--- src/rtl/rot_serializer_if.sv ---
// Handshake bundle for rot_serializer: parallel word input, serial bit output,
// and FIFO occupancy. The slave modport is the serializer's view.
interface rot_serializer_if #(
  parameter int WIDTH = 4,
  parameter int DEPTH = 4
);
  localparam int CNTW = $clog2(DEPTH + 1);

  logic [WIDTH-1:0] data_i;
  logic             valid_i;
  logic             ready_o;
  logic             serial_o;
  logic             serial_valid_o;
  logic             sof_o;
  logic             ser_ready_i;
  logic [CNTW-1:0]  count_o;

  modport slave (
    input  data_i, valid_i, ser_ready_i,
    output ready_o, serial_o, serial_valid_o, sof_o, count_o
  );

  modport master (
    output data_i, valid_i, ser_ready_i,
    input  ready_o, serial_o, serial_valid_o, sof_o, count_o
  );
endinterface

--- src/rtl/rot_serializer.sv ---
// Word FIFO followed by a parallel-to-serial shifter with downstream stall.
// Define ROT_SERIALIZER_PARITY_EN to append an even-parity bit to every frame.
module rot_serializer #(
  parameter int WIDTH     = 4,
  parameter int DEPTH     = 4,
  parameter int MSB_FIRST = 1
) (
  input  logic            clk_i,
  input  logic            rst_ni,
  rot_serializer_if.slave bus
);
  localparam int PW   = (DEPTH > 1) ? $clog2(DEPTH) : 1;
  localparam int CNTW = $clog2(DEPTH + 1);
  localparam int BW   = (WIDTH > 1) ? $clog2(WIDTH) : 1;
  localparam logic [BW-1:0]   LAST_BIT = BW'(WIDTH - 1);
  localparam logic [CNTW-1:0] FULL_CNT = CNTW'(DEPTH);

`ifdef ROT_SERIALIZER_PARITY_EN
  typedef enum logic [1:0] {IDLE, SHIFT, PAR} state_t;
`else
  typedef enum logic [1:0] {IDLE, SHIFT} state_t;
`endif

  logic [WIDTH-1:0] mem [DEPTH];
  logic [PW-1:0]    wr_ptr_reg, rd_ptr_reg;
  logic [CNTW-1:0]  count_reg;

  state_t           state_reg;
  logic [WIDTH-1:0] shift_reg;
  logic [BW-1:0]    bit_cnt_reg;
  logic             serial_reg, serial_valid_reg, sof_reg;
`ifdef ROT_SERIALIZER_PARITY_EN
  logic             parity_reg;
`endif

  logic             ready, push, pop, fifo_nonempty, last_bit;
  logic [WIDTH-1:0] head_word, shifted;
  logic             load_head, shift_head;

  assign ready         = (count_reg != FULL_CNT);
  assign push          = bus.valid_i && ready;
  assign fifo_nonempty = (count_reg != '0);
  assign last_bit      = (bit_cnt_reg == LAST_BIT);
  assign head_word     = mem[rd_ptr_reg];

  generate
    if (MSB_FIRST != 0) begin : g_msb
      assign shifted    = shift_reg << 1;
      assign load_head  = head_word[WIDTH-1];
      assign shift_head = shifted[WIDTH-1];
    end else begin : g_lsb
      assign shifted    = shift_reg >> 1;
      assign load_head  = head_word[0];
      assign shift_head = shifted[0];
    end
  endgenerate

  // Single source of truth for "FSM takes the head word this edge".
  always_comb begin
    pop = 1'b0;
    case (state_reg)
      IDLE:  pop = fifo_nonempty;
`ifndef ROT_SERIALIZER_PARITY_EN
      SHIFT: pop = bus.ser_ready_i && last_bit && fifo_nonempty;
`else
      PAR:   pop = bus.ser_ready_i && fifo_nonempty;
`endif
      default: pop = 1'b0;
    endcase
  end

  always_ff @(posedge clk_i) begin
    if (push) mem[wr_ptr_reg] <= bus.data_i;
  end

  always_ff @(posedge clk_i or negedge rst_ni) begin
    if (!rst_ni) begin
      wr_ptr_reg <= '0;
      rd_ptr_reg <= '0;
      count_reg  <= '0;
    end else begin
      if (push) wr_ptr_reg <= wr_ptr_reg + PW'(1);
      if (pop)  rd_ptr_reg <= rd_ptr_reg + PW'(1);
      case ({push, pop})
        2'b10:   count_reg <= count_reg + CNTW'(1);
        2'b01:   count_reg <= count_reg - CNTW'(1);
        default: count_reg <= count_reg;
      endcase
    end
  end

  always_ff @(posedge clk_i or negedge rst_ni) begin
    if (!rst_ni) begin
      state_reg        <= IDLE;
      shift_reg        <= '0;
      bit_cnt_reg      <= '0;
      serial_reg       <= 1'b0;
      serial_valid_reg <= 1'b0;
      sof_reg          <= 1'b0;
`ifdef ROT_SERIALIZER_PARITY_EN
      parity_reg       <= 1'b0;
`endif
    end else if (pop) begin
      // Every path that pops lands in SHIFT with the new word's first bit.
      state_reg        <= SHIFT;
      shift_reg        <= head_word;
      bit_cnt_reg      <= '0;
      serial_reg       <= load_head;
      serial_valid_reg <= 1'b1;
      sof_reg          <= 1'b1;
`ifdef ROT_SERIALIZER_PARITY_EN
      parity_reg       <= ^head_word;
`endif
    end else begin
      case (state_reg)
        SHIFT: begin
          if (bus.ser_ready_i) begin
            if (!last_bit) begin
              shift_reg   <= shifted;
              bit_cnt_reg <= bit_cnt_reg + BW'(1);
              serial_reg  <= shift_head;
              sof_reg     <= 1'b0;
            end else begin
`ifdef ROT_SERIALIZER_PARITY_EN
              state_reg  <= PAR;
              serial_reg <= parity_reg;
              sof_reg    <= 1'b0;
`else
              state_reg        <= IDLE;
              serial_reg       <= 1'b0;
              serial_valid_reg <= 1'b0;
              sof_reg          <= 1'b0;
`endif
            end
          end
        end
`ifdef ROT_SERIALIZER_PARITY_EN
        PAR: begin
          if (bus.ser_ready_i) begin
            state_reg        <= IDLE;
            serial_reg       <= 1'b0;
            serial_valid_reg <= 1'b0;
            sof_reg          <= 1'b0;
          end
        end
`endif
        default: begin
          state_reg <= state_reg;
        end
      endcase
    end
  end

  assign bus.ready_o        = ready;
  assign bus.count_o        = count_reg;
  assign bus.serial_o       = serial_reg;
  assign bus.serial_valid_o = serial_valid_reg;
  assign bus.sof_o          = sof_reg;
endmodule
--- src/flat_wrapper.sv ---
// flat-port wrapper written by rule: the top's interface ports become plain ports
module rot_serializer_flat 
#(
  parameter int WIDTH     = 4,
  parameter int DEPTH     = 4,
  parameter int MSB_FIRST = 1
)
  (clk_i, rst_ni, bus_data_i, bus_valid_i, bus_ser_ready_i, bus_ready_o, bus_serial_o, bus_serial_valid_o, bus_sof_o, bus_count_o);
  rot_serializer_if #(.WIDTH(WIDTH), .DEPTH(DEPTH)) bus_i ();
  input  logic clk_i;
  input  logic rst_ni;
  input wire logic [$bits(bus_i.data_i)-1:0] bus_data_i;
  input wire logic [$bits(bus_i.valid_i)-1:0] bus_valid_i;
  input wire logic [$bits(bus_i.ser_ready_i)-1:0] bus_ser_ready_i;
  output wire logic [$bits(bus_i.ready_o)-1:0] bus_ready_o;
  output wire logic [$bits(bus_i.serial_o)-1:0] bus_serial_o;
  output wire logic [$bits(bus_i.serial_valid_o)-1:0] bus_serial_valid_o;
  output wire logic [$bits(bus_i.sof_o)-1:0] bus_sof_o;
  output wire logic [$bits(bus_i.count_o)-1:0] bus_count_o;
  assign bus_i.data_i = bus_data_i;
  assign bus_i.valid_i = bus_valid_i;
  assign bus_i.ser_ready_i = bus_ser_ready_i;
  assign bus_ready_o = bus_i.ready_o;
  assign bus_serial_o = bus_i.serial_o;
  assign bus_serial_valid_o = bus_i.serial_valid_o;
  assign bus_sof_o = bus_i.sof_o;
  assign bus_count_o = bus_i.count_o;
  rot_serializer #(.WIDTH(WIDTH), .DEPTH(DEPTH), .MSB_FIRST(MSB_FIRST)) u_core (.clk_i(clk_i), .rst_ni(rst_ni), .bus(bus_i));
endmodule
--- config.mk ---
export PLATFORM = sky130hd
export DESIGN_NAME = rot_serializer_flat
export DESIGN_NICKNAME = d
export VERILOG_FILES = /design/src/rtl/rot_serializer_if.sv /design/src/rtl/rot_serializer.sv /design/src/flat_wrapper.sv
export SDC_FILE = /design/constraint.sdc
export NUM_CORES = 1
export LEC_CHECK = 0
export ABC_AREA = 1
export CORE_MARGIN = 4
export CORE_UTILIZATION = 44
export DETAILED_ROUTE_END_ITERATION = 12
export PLACE_DENSITY = 0.75
export RECOVER_POWER = 25
export SYNTH_ARGS = -nofsm -noshare
export SYNTH_HDL_FRONTEND = slang
export SYNTH_SLANG_ARGS = --single-unit
--- constraint.sdc ---
create_clock -name clk_i -period 2.8 [get_ports clk_i]
set_input_delay 0.28 -clock clk_i [delete_from_list [all_inputs] [get_ports clk_i]]
set_output_delay 0.28 -clock clk_i [all_outputs]
set_load 0.1 [all_outputs]
==> results of run 1 <==
-- synthesized netlist by cell type (all sizes together) --
cell type	number
inv	27
xnor2	1
xor2	3
or2	1
ha	6
a21oi	5
o211ai	1
edfxtp	16
nand3	13
nor2	13
nand2	31
mux2	1
fa	1
o21ai	8
buf	1
dfrtp	15
-- cell usage in the layout, fill, tap and decap left out, drive strengths merged, types with 2 or more instances in the layout --
master and instances:
nand2 31, inv 27, edfxtp 16, dfrtp 15, nor2 13, nand3 13, o21ai 8, buf 7
ha 6, a21oi 5, clkbuf 5, dlygate4sd3 5, xor2 3, clkdlybuf4s50 2, clkinv 2
-- critical path, cell delays in order, from the launching register on --
cell     delay, ps
dfrtp_1        410
ha_1           240
nand2_1         70
nand2_1        120
nand2_4        150
inv_2           80
ha_1           240
fa_1           390
a21oi_1        160
o21ai_0        120
xor2_1         160
-- metal layers --
| metal | wire [microns] | global-route usage (%) | vias up |
|---|---|---|---|
| li1 | - | - | 494 |
| met1 | 1110 | 16.2 | 489 |
| met2 | 1300 | 23.4 | 22 |
| met3 | 80 | 4.27 | 8 |
| met4 | 68 | 8.55 | 0 |
| met5 | 0 | 0 | - |
-- logic make-up (layout without fill, tap and decap cells) --
family	after synthesis	count (layout)	synth area share, %
AO/OA/AOI/OAI	14	14	5.31
flip-flops	31	31	59.6
multiplexers	1	1	0.784
adder cells (fa/ha/maj)	7	7	6.62
AND/OR/NAND/NOR	58	58	17.9
buffers and inverters	28	49	7.40
XOR/XNOR	4	4	2.44
-- through the flow --
stage                     utilization (%)  worst slack, ps  hold slack (ps)  instances  cell area (sq um)
after floorplan                         -             10.3            -15.6        143               1440
after global placement               52.4              635              465        200               1610
after detailed placement             52.4              542              464        200               1610
after CTS                            54.9              569              377        208               1690
after global routing                 54.9              403              469        208               1690
final                                54.9              549              432        208               1690
-- path summary, 6_finish.rpt --
check,endpoint,startpoint,cells past startpoint
min in group clk_i,u_core.bus.sof_o,u_core.bus.sof_o,2
worst max register to register,u_core.bus.count_o[2],u_core.bit_cnt_reg[0],10
worst max-delay path,u_core.bus.count_o[2],u_core.bit_cnt_reg[0],10
max in group asynchronous,u_core.bus.count_o[1],rst_ni,1
worst min register to register,u_core.bus.sof_o,u_core.bus.sof_o,2
worst min-delay path,u_core.bus.count_o[2],rst_ni,1
-- cell type report --
type                       instances  area (sq um)  share of cell area, %
clock buffer                       5          37.5                   2.22
clock inverter                     3          38.8                   2.29
inverter                          27           101                   6.00
multi-input combinational         84           477                   28.2
sequential                        31           858                   50.8
tap                               44          55.1                   3.26
timing repair buffer              14           123                   7.25
==> results.cfg, run 1 <==
[clocking]
cts_tree = built
cts.sink_count = 31
cts-resized-gates = 0
clk_latency_ps = 320
numCtsBuffers = 5
path_clk_slew_ps = 100
postCtsSetupBuffers = 0
cts-root-buf = clkbuf_4
hold_buffers = 0
clockBufferDepth = 2
h-tree-depth = 2

[yosys]
ys_top_cells_by_area = edfxtp_1 (33%), dfrtp_1 (26%), nand2_1 (7.3%), inv_1 (6.8%), ha_1 (5.2%)
synth_cell_type_count = 22
syn_nets = 158
synth.top_cell.area_share_pct = 33.4
ys_ff_latch = 31
synthCells = 143
ys_seq_area_share_pct = 59.6
ys_warn_count = 0
synthesis.area_sq_um = 1440
yosysTopAreaCell = edfxtp_1
postSynthAreaPerCell_sq_um = 10.0

[place]
post-dp-hpwl_microns = 1910
gp_congestion = 0.784
portBuffers = 14

[drt]
wirelength_microns = 2550
avgViaCountPerCell = 4.87
avgRoutedWirePerCell_microns = 12.3
vias = 1013
drtIter0Drc = 48
drc = 0
ant_nets = 0
firstDrtPassIters = 4

[run]
cap_violations = 0

[sta]
worst_pin_slew_ps = 699
slew_headroom_pct = 53.2
tns_ps = 0
timing.final.hold_violations = 0
slew_violations = 0
setup_violations = 0
fin_skew_ps = 10.6
fin_crit_ps = 2250
timing.fmax_ghz = 0.444
rsz0062_at_grt = false
finalCritPeriodShare_pct = 80.4

[die]
ios = 15
die_area_sq_um = 4240
fp.dieH_microns = 65.1
core_area_sq_um = 3080
rows = 20
start_util_pct = 46.7
die_width_microns = 65.1

[global_routing]
grt_pass1_wl_microns = 4460
grt_usage_pct = 14.2
antenna_found_initial = 0
grt_overflow_total = 0
grt_start_max_net_pins = 16
grt_pass1_vias = 1053

[critical_path]
rrSetupSlack_ps = 550
crit_arrival_ps = 2460
setup.worst_path.class = reg2reg
end_kind = flip-flop
cp_max_fo = 8
worstSetupStartpointType = flip-flop
cp.required_ps = 3010

[status]
status = complete, no violations

[final_layout]
fill_cells = 288
diodes = 0
syn_to_final_growth_pct = 17.7
fin_nets = 178
drive_gt1_share_pct = 15.2
largest_register_ffs = 16

[worst_hold_path]
hp-class = in2async
Power of run 1 is left out: the tool's default activity adds up to more than one toggle a clock period on the data nets, which glitch-free logic cannot reach.
==> inputs of run 2 (changes only) <==
Clock period 2.8 ns to 2.2 ns, I/O delays scaled along.
==> run 2 against run 1 <==
First-iteration DRC count grew 21%. Global-route usage is essentially flat. Wire length shrank 1.1%. Critical path depth is the same. Critical endpoint unchanged. Critical path type unchanged.
==> results.cfg, run 2 (synthesis results as in run 1) <==
[clocking]
cts.sink_count = 31
numCtsBuffers = 5
h-tree-depth = 2
clk_latency_ps = 330
cts_tree = built
hold_buffers = 0
cts-root-buf = clkbuf_4
path_clk_slew_ps = 100
clockBufferDepth = 2

[drt]
wirelength_microns = 2530
ant_nets = 0
firstDrtPassIters = 4
avgViaCountPerCell = 4.67
drtIter0Drc = 58
avgRoutedWirePerCell_microns = 11.9
drc = 0
vias = 991

[critical_path]
cp.required_ps = 2410
path_common_cell = nand2_1
rr_endpoint = u_core.bus.count_o[2]
end_kind = flip-flop
critical_path.endpoint = u_core.bus.count_o[2]
setup.worst_path.class = reg2reg
rrSetupSlack_ps = 140
crit_start = u_core.bit_cnt_reg[0]
cpLargestDelayFamily = adder cells
crit_buf_inv = 1
cp_num_cells = 10
r2r_cells = 10
cp_max_fo = 7
cp_slowest_cell = dfrtp_1
worstSetupStartpointType = flip-flop
worst_path_largest_cell_delay_ps = 400
path_cells = ha_1, nand2_1, nand2_1, nand2_4, inv_2, ha_2, fa_2, a21oi_1, o21ai_1, xor2_1
crit_arrival_ps = 2280
r2r-start = u_core.bit_cnt_reg[0]

[sta]
slew_headroom_pct = 52.8
finalCritPeriodShare_pct = 93.8
setup_violations = 0
tns_ps = 0
fin_crit_ps = 2060
timing.final.hold_violations = 0
timing.fmax_ghz = 0.485
slew_violations = 0
fin_skew_ps = 6.82
rsz0062_at_grt = false
worst_pin_slew_ps = 706

[status]
status = complete, no violations

[run]
cap_violations = 0

[die]
fp.dieH_microns = 65.1
core_area_sq_um = 3080
die_width_microns = 65.1
ios = 15
die_area_sq_um = 4240
rows = 20
start_util_pct = 46.7

[place]
post-dp-hpwl_microns = 1930
portBuffers = 14
gp_congestion = 0.791

[final_layout]
syn_to_final_growth_pct = 22.3
fin_nets = 182
fill_cells = 263
diodes = 0
largest_register_ffs = 16
final_common_cell = nand2_1
drive_gt1_share_pct = 19.6
final_cell_mix = nand2_1 (27), inv_1 (26), edfxtp_1 (16)

[global_routing]
grt_overflow_total = 0
antenna_found_initial = 0
grt_start_max_net_pins = 16
grt_pass1_vias = 950
grt_usage_pct = 14.2
grt_pass1_wl_microns = 4370

[worst_hold_path]
hp-class = in2async
[run 2: cell types whose count changed in the layout (fill, tap and decap cells not counted), sizes merged]
cell / before / now
buf: 7 / 11
[run 2: stage by stage]
stage                     cells  util [%]  area, sq um  worst slack, ps  hold WS, ps
after floorplan             143         -         1480             29.0        -75.6
final                       212      57.1         1760              137          372
after CTS                   209      56.3         1730             27.1          332
after detailed placement    201      53.8         1660             46.9          462
after global routing        212      57.1         1760             11.2          418
after global placement      201      53.8         1660              132          465
[run 2: repair_timing]
item                                    in CTS  in global routing
setup buffers                                0                  3
resized for setup                            0                  2
endpoints found under the setup margin       0                  1
[run 2: worst min-delay path by stage]
stage | endpoint | depth (start not counted) | slack [ps]
after floorplan | u_core.bit_cnt_reg[0] | 0 | -80
after global placement | u_core.bus.serial_o | 2 | 470
after detailed placement | u_core.bus.sof_o | 2 | 460
after CTS | u_core.bit_cnt_reg[0] | 1 | 330
after global routing | u_core.bit_cnt_reg[0] | 1 | 420
final | u_core.bit_cnt_reg[0] | 1 | 370
[run 2: worst reg2reg max path, delay by kind of cell (launching register included)]
| kind | cells | cell delay (ps) |
|---|---|---|
| xor gates and xnor gates | 1 | 140 |
| DFF | 1 | 400 |
| buffers and inverters | 1 | 70 |
| adders and majority gates | 3 | 790 |
| AOI/OAI and AO/OA | 2 | 240 |
| and+or+nand+nor | 3 | 310 |
[run 2: per-layer routing]
metal | global-route usage (%) | vias to the layer above | wire [microns]
met3 | 5.81 | 5 | 108
met5 | 0 | - | 0
met2 | 22.0 | 17 | 1300
met4 | 6.99 | 0 | 57
li1 | - | 503 | -
met1 | 17.1 | 466 | 1060
[run 2: layout make-up]
type / instances / area (sq um) / share of cell area (%)
Multi-Input combinational cell: 84 / 505 / 28.8
Clock buffer: 5 / 37.5 / 2.14
Clock inverter: 3 / 38.8 / 2.21
Inverter: 27 / 101 / 5.77
Sequential cell: 31 / 866 / 49.3
Tap cell: 44 / 55.1 / 3.13
Timing Repair Buffer: 18 / 153 / 8.69
Power of run 2 is left out for the same reason.
